### src/rtl/pipe_reg_pkg.sv
`default_nettype none
// ----------------------------------------------------------------------------
// pipe_reg_pkg: shared sizing helpers and stage record for pipe_reg_chain. Rev 1.0
// ----------------------------------------------------------------------------
package pipe_reg_pkg;

   localparam int MIN_DEPTH = 1;
   localparam int MAX_DEPTH = 16;
   localparam int MAX_BITS  = 1024;

   // Width of a beat counter able to report 0..depth+1 (skid entry included).
   function automatic int cnt_w(input int depth);
      return $clog2(depth + 2);
   endfunction

   typedef struct packed {
      logic                valid;
      logic [MAX_BITS-1:0] data;
   } stage_rec_t;

   function automatic stage_rec_t pack_rec(input logic valid, input logic [MAX_BITS-1:0] data);
      stage_rec_t rec;
      rec.valid = valid;
      rec.data  = data;
      return rec;
   endfunction

endpackage
`default_nettype wire

### src/rtl/pipe_reg_stage.sv
`default_nettype none
// ----------------------------------------------------------------------------
// pipe_reg_stage: one valid+data register with load, hold, flush and reset. Rev 1.0
// ----------------------------------------------------------------------------
module pipe_reg_stage #(
   parameter int BITS = 32
) (
   input  logic            clk,
   input  logic            rst,
   input  logic            clear,
   input  logic            load,
   input  logic            src_valid,
   input  logic [BITS-1:0] src_data,
   output logic            valid,
   output logic [BITS-1:0] data
);

   logic            r_valid;
   logic [BITS-1:0] r_data;

   // Payload only follows a valid source, so bubbles never carry X into the chain.
   always_ff @(posedge clk) begin
      if (rst || clear) begin
         r_valid <= 1'b0;
         r_data  <= '0;
      end else if (load) begin
         r_valid <= src_valid;
         if (src_valid) begin
            r_data <= src_data;
         end
      end
   end

   assign valid = r_valid;
   assign data  = r_data;

endmodule
`default_nettype wire

### src/rtl/pipe_reg_chain.sv
`default_nettype none
// ----------------------------------------------------------------------------
// pipe_reg_chain: elastic DEPTH-stage valid/ready register chain with bubble
// collapse; optional input skid register via PIPE_REG_CHAIN_SKID_EN. Rev 1.0
// ----------------------------------------------------------------------------
module pipe_reg_chain
   import pipe_reg_pkg::*;
#(
   parameter int BITS  = 32,
   parameter int DEPTH = 2
) (
   input  logic                      clk,
   input  logic                      rst,
   input  logic                      clear,
   input  logic                      en,
   input  logic                      in_valid,
   input  logic [BITS-1:0]           in_data,
   output logic                      in_ready,
   output logic                      out_valid,
   output logic [BITS-1:0]           out_data,
   input  logic                      out_ready,
   output logic [cnt_w(DEPTH)-1:0]   count
);

   localparam int CNT_W = cnt_w(DEPTH);

   if (DEPTH < MIN_DEPTH || DEPTH > MAX_DEPTH) begin : g_bad_depth
      $error("pipe_reg_chain: DEPTH=%0d outside 1..16", DEPTH);
   end
   if (BITS < 1) begin : g_bad_bits
      $error("pipe_reg_chain: BITS must be >= 1");
   end

   logic             w_adv;
   logic [DEPTH-1:0] w_valid;
   logic [BITS-1:0]  w_data [DEPTH];
   logic [DEPTH:0]   w_rdy;
   logic             w_src_valid;
   logic [BITS-1:0]  w_src_data;
   logic             w_extra;
   logic [CNT_W-1:0] w_cnt;

   assign w_adv = en & ~clear & ~rst;

   // Ready ripples from the sink back to the source; an empty stage always accepts.
   always_comb begin
      w_rdy        = '0;
      w_rdy[DEPTH] = out_ready;
      for (int i = DEPTH - 1; i >= 0; i--) begin
         w_rdy[i] = ~w_valid[i] | w_rdy[i+1];
      end
   end

   for (genvar i = 0; i < DEPTH; i++) begin : g_stage
      logic            w_sv;
      logic [BITS-1:0] w_sd;
      if (i == 0) begin : g_head
         assign w_sv = w_src_valid;
         assign w_sd = w_src_data;
      end else begin : g_body
         assign w_sv = w_valid[i-1];
         assign w_sd = w_data[i-1];
      end
      pipe_reg_stage #(.BITS(BITS)) u_stage (
         .clk       (clk),
         .rst       (rst),
         .clear     (clear),
         .load      (w_adv & w_rdy[i]),
         .src_valid (w_sv),
         .src_data  (w_sd),
         .valid     (w_valid[i]),
         .data      (w_data[i])
      );
   end

`ifdef PIPE_REG_CHAIN_SKID_EN
   logic            r_skid_valid;
   logic [BITS-1:0] r_skid_data;

   // The skid catches a beat accepted while stage 0 is blocked and feeds stage 0 first.
   always_ff @(posedge clk) begin
      if (rst || clear) begin
         r_skid_valid <= 1'b0;
         r_skid_data  <= '0;
      end else if (w_adv) begin
         if (r_skid_valid) begin
            if (w_rdy[0]) begin
               r_skid_valid <= 1'b0;
            end
         end else if (in_valid && !w_rdy[0]) begin
            r_skid_valid <= 1'b1;
            r_skid_data  <= in_data;
         end
      end
   end

   assign w_src_valid = r_skid_valid | in_valid;
   assign w_src_data  = r_skid_valid ? r_skid_data : in_data;
   assign in_ready    = w_adv & ~r_skid_valid;
   assign w_extra     = r_skid_valid;
`else
   assign w_src_valid = in_valid;
   assign w_src_data  = in_data;
   assign in_ready    = w_adv & w_rdy[0];
   assign w_extra     = 1'b0;
`endif

   always_comb begin
      w_cnt = CNT_W'(w_extra);
      for (int i = 0; i < DEPTH; i++) begin
         w_cnt = w_cnt + CNT_W'(w_valid[i]);
      end
   end

   assign count     = rst ? '0 : w_cnt;
   assign out_valid = w_valid[DEPTH-1] & ~rst;
   assign out_data  = rst ? '0 : w_data[DEPTH-1];

endmodule
`default_nettype wire

### config.mk
export PLATFORM = sky130hd
export DESIGN_NAME = pipe_reg_chain
export DESIGN_NICKNAME = d
export VERILOG_FILES = /design/src/rtl/pipe_reg_pkg.sv /design/src/rtl/pipe_reg_stage.sv /design/src/rtl/pipe_reg_chain.sv
export SDC_FILE = /design/constraint.sdc
export NUM_CORES = 1
export LEC_CHECK = 0
export CAP_MARGIN = 10
export CORE_AREA = 3 3 119 98
export CTS_CLUSTER_SIZE = 40
export DETAILED_ROUTE_END_ITERATION = 8
export DIE_AREA = 0 0 122 101
export SYNTH_ARGS = -nofsm -noshare
export SYNTH_HDL_FRONTEND = slang
export SYNTH_HIERARCHICAL = 1
export SYNTH_SLANG_ARGS = --single-unit
### constraint.sdc
create_clock -name clk -period 3 [get_ports clk]
set_clock_uncertainty 0.05 [all_clocks]
set_input_delay 0.9 -clock clk [delete_from_list [all_inputs] [get_ports clk]]
set_output_delay 0.9 -clock clk [all_outputs]
set_load 0.02 [all_outputs]
# After elaboration in Yosys (flattened, before gate mapping)
# Cells that the tools add are included.
# W data, S select, Z words.
[word_totals]
ram_bits = 0
out_inout_bits = 36
romBits = 0
regBits = 66
latchBits = 0
memories = 0
input_bits = 38
elab_cells = 21
[classes]
div_mod_pow = 0
shift = 0
eq_ne = 0
n_reduce_logical = 3
multipliers = 0
bitwise = 11
muxes = 2
add_sub_neg = 1
n_lt_le_gt_ge = 0
[ops]
columns = ["op", "n"]
rows = [
  ["$mux W32", 1],
  ["$and A1 B1 Y1", 5],
  ["$not A1 Y1", 4],
  ["$reduce_and A2 Y1", 2],
  ["$add A1 B1 Y2", 1],
  ["$mux W2", 1],
  ["$or A1 B1 Y1", 2],
  ["$logic_or A1 B1 Y1", 1],
]

# Logic depth before layout (Yosys ltp)
# Gate-level depths: netlist (run 1).
[logic_depth]
ltp_word = 5
depth_mapped = 6
ltp_nobuf = 4

# Cells and area by module
# Netlist (run 1), hierarchy kept.
[modules_own_cells]
columns = ["mod", "seq_area_each_um2", "area_each_um2", "instances", "cells_per_inst"]
rows = [
  ["pipe_reg_stage", 660.6, 1577.8, 2, 150],
  ["pipe_reg_chain", 0.0, 282.8, 1, 43],
]

# Worst setup path before layout (run 1)
# OpenSTA, ideal clock, no wires.
[synth_timing]
kind = "input port to output port"
from = "input port rst"
to = "output port in_ready"
required_ps = 2050
setup_slack_ps = 486
arrival_ps = 1564
stages = 2
cell_sequence = "or3b_4 > a21oi_2"
[synth_between]
elab_chain_len = 3
[synth_rtl]
columns = ["element", "line_no", "text"]
rows = [
  ["start: declaration", "pipe_reg_chain.sv:13", "input logic rst,"],
  ["$not A1 Y1", "pipe_reg_chain.sv:43", "assign w_adv = en & ~clear & ~rst;"],
  ["$and A1 B1 Y1", "pipe_reg_chain.sv:43", ""],
  ["$and A1 B1 Y1", "pipe_reg_chain.sv:104", "assign in_ready = w_adv & w_rdy[0];"],
  ["end: declaration", "pipe_reg_chain.sv:18", "output logic in_ready,"],
]
# Every way passes these cells.

# Worst setup path after layout (run 1)
[layout_timing]
from = "input port rst"
to = "output port out_data[29]"
[layout_between]
elab_chain_len = 1
[layout_rtl]
columns = ["element", "line_no", "text"]
rows = [
  ["$mux W32", "pipe_reg_chain.sv:117", "assign out_data = rst ? '0 : w_data[DEPTH-1];"],
  ["end: declaration", "pipe_reg_chain.sv:20", "output logic [BITS-1:0] out_data,"],
]
# Every way passes these cells.

==> results.md, run 1 <==
- Critical path endpoint: out_data[29]
- CTS Sinks: 66
- Tcrit/Tclk final: 0.983
- Worst-Margin Slew: 1020 ps
- Most frequent cells in the layout: dfxtp_1, nand3_1, a21oi_2
- Die H: 101 um
- Clk Latency, worst-skew pair: 320 ps
- Average instance area after synthesis: 10.0 um2
- Synth-to-Final Area Change: 29.9%
- WL/cell: 15.0 um
- Die area: 12300 um2
- FF+latch count, synth: 66
- Ys Warns: 6
- Worst EP arrival: 2000 ps
- Placed cell areas: 4150 um2
- Reg2reg start: g_stage[1].u_stage/valid
- Ports: 74
- CP Class: input pin to output port
- Element type at the critical path end: output port
- Layout cells sized above 1: 0.259
- Max-cap violation count: 0
- RSZ-0062 raised after global routing: no
- Die Width: 122 um
- Tmin final: 2950 ps
- Crit Path Max Fanout: 18
- Syn Nets: 382
- Worst VDD drop: 222 uV
- CTS tree: done
- GR Overflow Total: 0
- Initial drt markers: 97
- Clock transition at path regs: 60 ps
- Ant diodes: 0
- Cell area after synthesis: 3440 um2
- Max Slew Vio Count: 0
- DRT Wirelength: 8.26 mm
- Max Freq: 339 MHz
- Antenna violations before repair: 0
- Core ar.: 10700 um2
- Number of buffers added on ports: 73
- Root buffer cell: clkbuf_16
- Vias after detailed routing: 2594
- Worst flop-to-flop path endpoint: g_stage[0].u_stage/data[12]
- Critical Path RT: 2050 ps
- Lkg Pwr: 1.64 nW
- Library cells used by synthesis: 16
- Cells after Synth: 343
- Reg2Reg Setup Slack: 1190 ps
- Hold Vio Cnt, Final: 0
- Antenna viol nets, final: 0
- Worst R2R Path Depth: 5
- Vias per inst: 4.72
- Slew headroom: 0.319
- DRC viols: 0
- Status: finished, final reports clean
- Initial DRT Pass Iterations: 4
- Final Net Count: 439
- Post-DP HPWL: 4.94 mm
- Starting Density: 0.322
- Commonest non-fill, non-tap cell in the layout: dfxtp_1
- GPL Wtd Cong: 0.719
- Startpoint types: input pin
- Register area share after synthesis: 0.384
- Final Core Density: 0.418
- CTS H-Tree Depth: 3
- Pwr Density: 468 nW/um2
- Vias in the first global route: 2553
- GRT Util Overall: 0.137
- Final setup fails: 0
- Crit path launch: rst
- Filler Cell Count: 1007
- Hold Crit Class: register to register
- Design area: 4470 um2
- Largest net degree at the start of global routing: 67
- First-pass GRT wire length: 13.3 mm
- WHS Path Cells: 2
- Row count: 34
- CTS buffer count: 9
- Longest Clk Path Bufs: 2
cells by family (layout without fill, tap and decap cells):
kind of cell,Yosys count,in the layout,share of synthesized area
AO/OA/AOI/OAI,129,129,0.345
AND/OR/NAND/NOR,106,106,0.171
flip-flops,66,66,0.384
buffers and inverters,39,101,0.0902
multiplexers,2,2,0.00582
adder cells (fa/ha/maj),1,1,0.00364
what timing repair did:
item,CTS,global route
pin swaps,0,1
gates cloned,1,0
resized for setup,48,4
setup endpoints to repair,36,3
setup buffers,1,0
hold buffers,0,0
power breakdown:
group / switching, mW / internal, mW / total [mW] / leakage [nW]
registers: 0.00208 / 0.880 / 0.882 / 0.532
logic: 0.0873 / 0.0703 / 0.158 / 0.971
clock network: 0.404 / 0.648 / 1.05 / 0.138
sequential cells by signal, indices dropped and copies added (netlist names):
register	cells
g_stage.u_stage/data	64
g_stage.u_stage/valid	2
metrics by stage:
step / cells / TNS, ps / setup slack [ps] / hold slack (ps) / total power, mW
final: 549 / 0 / 49.6 / 418 / 2.09
after floorplan: 343 / 0 / 486 / 385 / 0.994
after global placement: 531 / -16600 / -559 / 400 / 1.05
after CTS: 549 / 0 / 6.45 / 418 / 2.12
after detailed placement: 531 / -16660 / -543 / 409 / 1.05
after global routing: 549 / 0 / 4.00 / 452 / 2.18
critical path: stages:
cell             delay (ps)
clkdlybuf4s15_1         270
bufbuf_16               340
nor2b_1                 160
clkdlybuf4s15_1         320
worst min path at each step:
stage | from | endpoint
global route | g_stage[0].u_stage/data[29] | g_stage[1].u_stage/data[29]
global placement | g_stage[0].u_stage/data[31] | g_stage[1].u_stage/data[31]
CTS | g_stage[0].u_stage/data[29] | g_stage[1].u_stage/data[29]
finish | g_stage[0].u_stage/data[29] | g_stage[1].u_stage/data[29]
floorplan | g_stage[0].u_stage/data[29] | g_stage[1].u_stage/data[29]
detailed placement | g_stage[0].u_stage/data[29] | g_stage[1].u_stage/data[29]
synthesized netlist by cell type:
cell | n | area, um2
dfxtp_1 | 66 | 1320
nand3_1 | 64 | 320
a21oi_2 | 59 | 517
a21bo_1 | 54 | 541
nor2b_1 | 31 | 194
buf_2 | 17 | 85.1
buf_6 | 16 | 180
a21bo_2 | 10 | 100
a21oi_1 | 6 | 30.0
buf_4 | 6 | 45.0
and2b_1 | 5 | 37.5
nor2_1 | 3 | 11.3
mux2i_1 | 2 | 20.0
or2_1 | 2 | 12.5
ha_1 | 1 | 12.5
or3b_4 | 1 | 11.3
layout make-up:
| type | count | area, um2 | area share |
|---|---|---|---|
| multi-input cells | 238 | 1820 | 0.408 |
| flip-flops and latches | 66 | 1320 | 0.296 |
| repair buffers | 85 | 840 | 0.188 |
| clock buffers | 9 | 225 | 0.0504 |
| well taps | 144 | 180 | 0.0403 |
| clock inverters | 7 | 78.8 | 0.0176 |
routing by layer:
metal | track usage | part of all wire | vias up
li1 | - | - | 1322
met1 | 0.181 | 0.49 | 1212
met2 | 0.220 | 0.47 | 58
met3 | 0.0398 | 0.040 | 2
met4 | 0.0336 | 0.0036 | 0
met5 | 0 | 0 | -
No activity file was read; power rests on OpenSTA's default activity.
==> run 2, diff against run 1 <==
--- a/config.mk
+++ b/config.mk
@@ -5,11 +5,13 @@
 export SDC_FILE = /design/constraint.sdc
 export NUM_CORES = 1
 export LEC_CHECK = 0
+export ABC_AREA = 1
 export CAP_MARGIN = 10
-export CORE_AREA = 3 3 119 98
+export CORE_AREA = 3 3 113 93
+export CTS_CLUSTER_DIAMETER = 30
 export CTS_CLUSTER_SIZE = 40
 export DETAILED_ROUTE_END_ITERATION = 8
-export DIE_AREA = 0 0 122 101
+export DIE_AREA = 0 0 116 96
 export SYNTH_ARGS = -nofsm -noshare
 export SYNTH_HDL_FRONTEND = slang
 export SYNTH_HIERARCHICAL = 1
==> results.md, run 2 <==
- Element type at the critical path end: output port
- Top FF cell, synth: dfxtp_1
- Slowest CP cell: clkdlybuf4s50_1
- Crit Path Max Fanout: 37 (+19)
- Worst VDD drop: 214 uV (-3.7%)
- Simple-gate portion of the synthesized area: 0.371 (+0.201)
- Register area share after synthesis: 0.425 (+0.0407)
- Critical path cell sequence: buf_2 -> buf_12 -> nor2_1 -> clkdlybuf4s50_1
- CTS H-Tree Depth: 3 (unchanged)
- Vias in the first global route: 2724 (+6.7%)
- Antenna viol nets, final: 0 (unchanged)
- Slowest cell delay on critical path: 610 ps (+270 ps)
- CP Class: input pin to output port
- Main combinational cell family by area after synthesis: simple AND/OR/NAND/NOR gates
- CTS tree: done
- Die Width: 116 um (-4.9%)
- Hold Vio Cnt, Final: 0 (unchanged)
- Die area: 11100 um2 (-9.6%)
- Most frequent cell after synthesis: nor2_1
- Core ar.: 9530 um2 (-11%)
- Top cells by area, synth: dfxtp_1, nor2_1, nand2_1
- Worst hold slack: 429 ps (+11.6 ps)
- DRT Wirelength: 6.93 mm (-16%)
- Post-Synth Adder-Cell Area: 0.00402 (+0.000385)
- First-pass GRT wire length: 11.9 mm (-11%)
- XOR/XNOR share of the synthesized area: 0 (unchanged)
- Setup tns final: 0 ps (unchanged)
- Lkg Pwr: 2.16 nW (+31%)
- Final cell count without fillers: 693 (+26%)
- Startpoint types: input pin
- Final Net Count: 608 (+38%)
- DRC viols: 0 (unchanged)
- Status: finished, final reports clean
- Commonest non-fill, non-tap cell in the layout: nor2_1
- Vias per inst: 4.03 (-15%)
- Final setup fails: 0 (unchanged)
- Mux cell area share after synthesis: 0 (-0.00582)
- Antenna violations before repair: 0 (unchanged)
- Compound-gate portion of the synthesized area: 0.00322 (-0.342)
- GPL Wtd Cong: 0.719 (about the same)
- Library cells used by synthesis: 12 (-4)
- Cell area after synthesis: 3110 um2 (-9.6%)
- Slew headroom: 0.578 (+0.259)
- Ant diodes: 0 (unchanged)
- Ys Warns: 6 (unchanged)
- Die H: 96 um (-5.0%)
- Syn Nets: 541 (+42%)
- Max-cap violation count: 0 (unchanged)
- Cells after Synth: 502 (+46%)
- Vias after detailed routing: 2791 (+7.6%)
- Post-DP HPWL: 4.50 mm (-8.9%)
- WL/cell: 10.0 um (-34%)
- Longest Clk Path Bufs: 2 (unchanged)
- Leading area contributor after synthesis: dfxtp_1
- RSZ-0062 raised after global routing: no
- Tcrit/Tclk final: 0.967 (-0.0164)
- Max reg flops: 64 (unchanged)
- Critical Path RT: 2050 ps (about the same)
- GRT Util Overall: 0.132 (-0.00447)
- Ports: 74 (unchanged)
- Max Slew Vio Count: 0 (unchanged)
- Starting Density: 0.326 (+0.00428)
- Worst EP arrival: 1950 ps (-50 ps)
- Largest net degree at the start of global routing: 66 (-1.5%)
- Max Freq: 345 MHz (+1.7%)
- Most frequent cells in the layout: nor2_1, nand2_1, inv_1
- Synth-to-Final Area Change: 35.0%
- Share of Yosys cell area claimed by the top area cell type: 0.425 (+0.0407)
- CTS Sinks: 66 (unchanged)
- Row count: 32 (-5.9%)
- CTS buffer count: 9 (unchanged)
- DP Cell Count: 677 (+27%)
- Root buffer cell: clkbuf_16
- Worst-Margin Slew: 633 ps (-389 ps)
- Post-CTS Setup Inserts: 0 (-1)
- Clock transition at path regs: 50 ps (about the same)
- FF+latch count, synth: 66 (unchanged)
- Post-synth top cells: nor2_1, nand2_1, inv_1, dfxtp_1, buf_6
- Layout cells sized above 1: 0.0505 (-0.209)
- Post-synth ARST share: 0 (unchanged)
- Pwr Density: 504 nW/um2 (+7.7%)
- Tmin final: 2900 ps (-49.1 ps)
- Post-synth EDFFs: 0 (unchanged)
- Clk Latency, worst-skew pair: 320 ps (about the same)
- Average instance area after synthesis: 6.19 um2 (-38%)
- Number of buffers added on ports: 73 (unchanged)
- Hold Crit Class: register to register
- GR Overflow Total: 0 (unchanged)
- Initial drt markers: 111 (+14%)
- Initial DRT Pass Iterations: 4 (unchanged)
[run 2: cell families after synthesis]
family,after synthesis
and+or+nand+nor,303
buffers and inverters,130
DFF,66
AOI/OAI and AO/OA,2
adders and majority gates,1
[run 2: what timing repair did]
| action | 4_1_cts | 5_1_grt |
|---|---|---|
| hold endpoints to repair | 0 | 0 |
| gates cloned | 0 | 0 |
| gates resized for setup | 1 | 3 |
| setup endpoints to repair | 1 | 2 |
| hold buffers | 0 | 0 |
[run 2: per-layer routing]
| metal | track usage | vias up | part of all wire |
|---|---|---|---|
| li1 | - | 1520 | - |
| met1 | 0.170 | 1212 | 0.51 |
| met2 | 0.218 | 52 | 0.44 |
| met3 | 0.0346 | 7 | 0.046 |
| met4 | 0.0415 | 0 | 0.0078 |
| met5 | 0 | - | 0 |
[run 2: stage by stage]
stage / worst slack, ps / utilization / cell area, um2 / power (mW)
after floorplan: 529 / - / 3110 / 0.960
after global placement: -247 / 0.407 / 3880 / 1.03
after detailed placement: -258 / 0.407 / 3880 / 1.03
after CTS: 18.2 / 0.441 / 4200 / 2.15
after global routing: 22.6 / 0.440 / 4200 / 2.20
final: 98.6 / 0.440 / 4200 / 2.12
[run 2: final cells by class]
| class | count | area, um2 |
|---|---|---|
| clock buffer | 11 | 243 |
| clock inverter | 5 | 77.6 |
| fill | 1012 | 5330 |
| inverter | 106 | 398 |
| multi-input combinational | 306 | 1180 |
| sequential | 66 | 1320 |
| tap | 119 | 149 |
| timing repair buffer | 80 | 826 |
[run 2: worst max-delay path, delay by kind of cell]
family | cells | cell delay [ps]
buffers and inverters | 3 | 910
AND/OR/NAND/NOR | 1 | 130
[run 2: power by group]
group          switching (mW)  internal (mW)  leakage (nW)
combinational          0.0574         0.0635          1.47
sequential            0.00335          0.884         0.532
clock                   0.361          0.746         0.156
total                   0.421           1.69          2.16
[run 2: final timing paths]
kind	from	endpoint	slack, ps	cells past startpoint
hold / removal	g_stage[0].u_stage/data[9]	g_stage[1].u_stage/data[9]	430	2
setup reg to reg	g_stage[1].u_stage/valid	g_stage[1].u_stage/data[2]	1410	8
setup / recovery	rst	out_data[4]	100	4
hold reg to reg	g_stage[0].u_stage/data[9]	g_stage[1].u_stage/data[9]	430	2
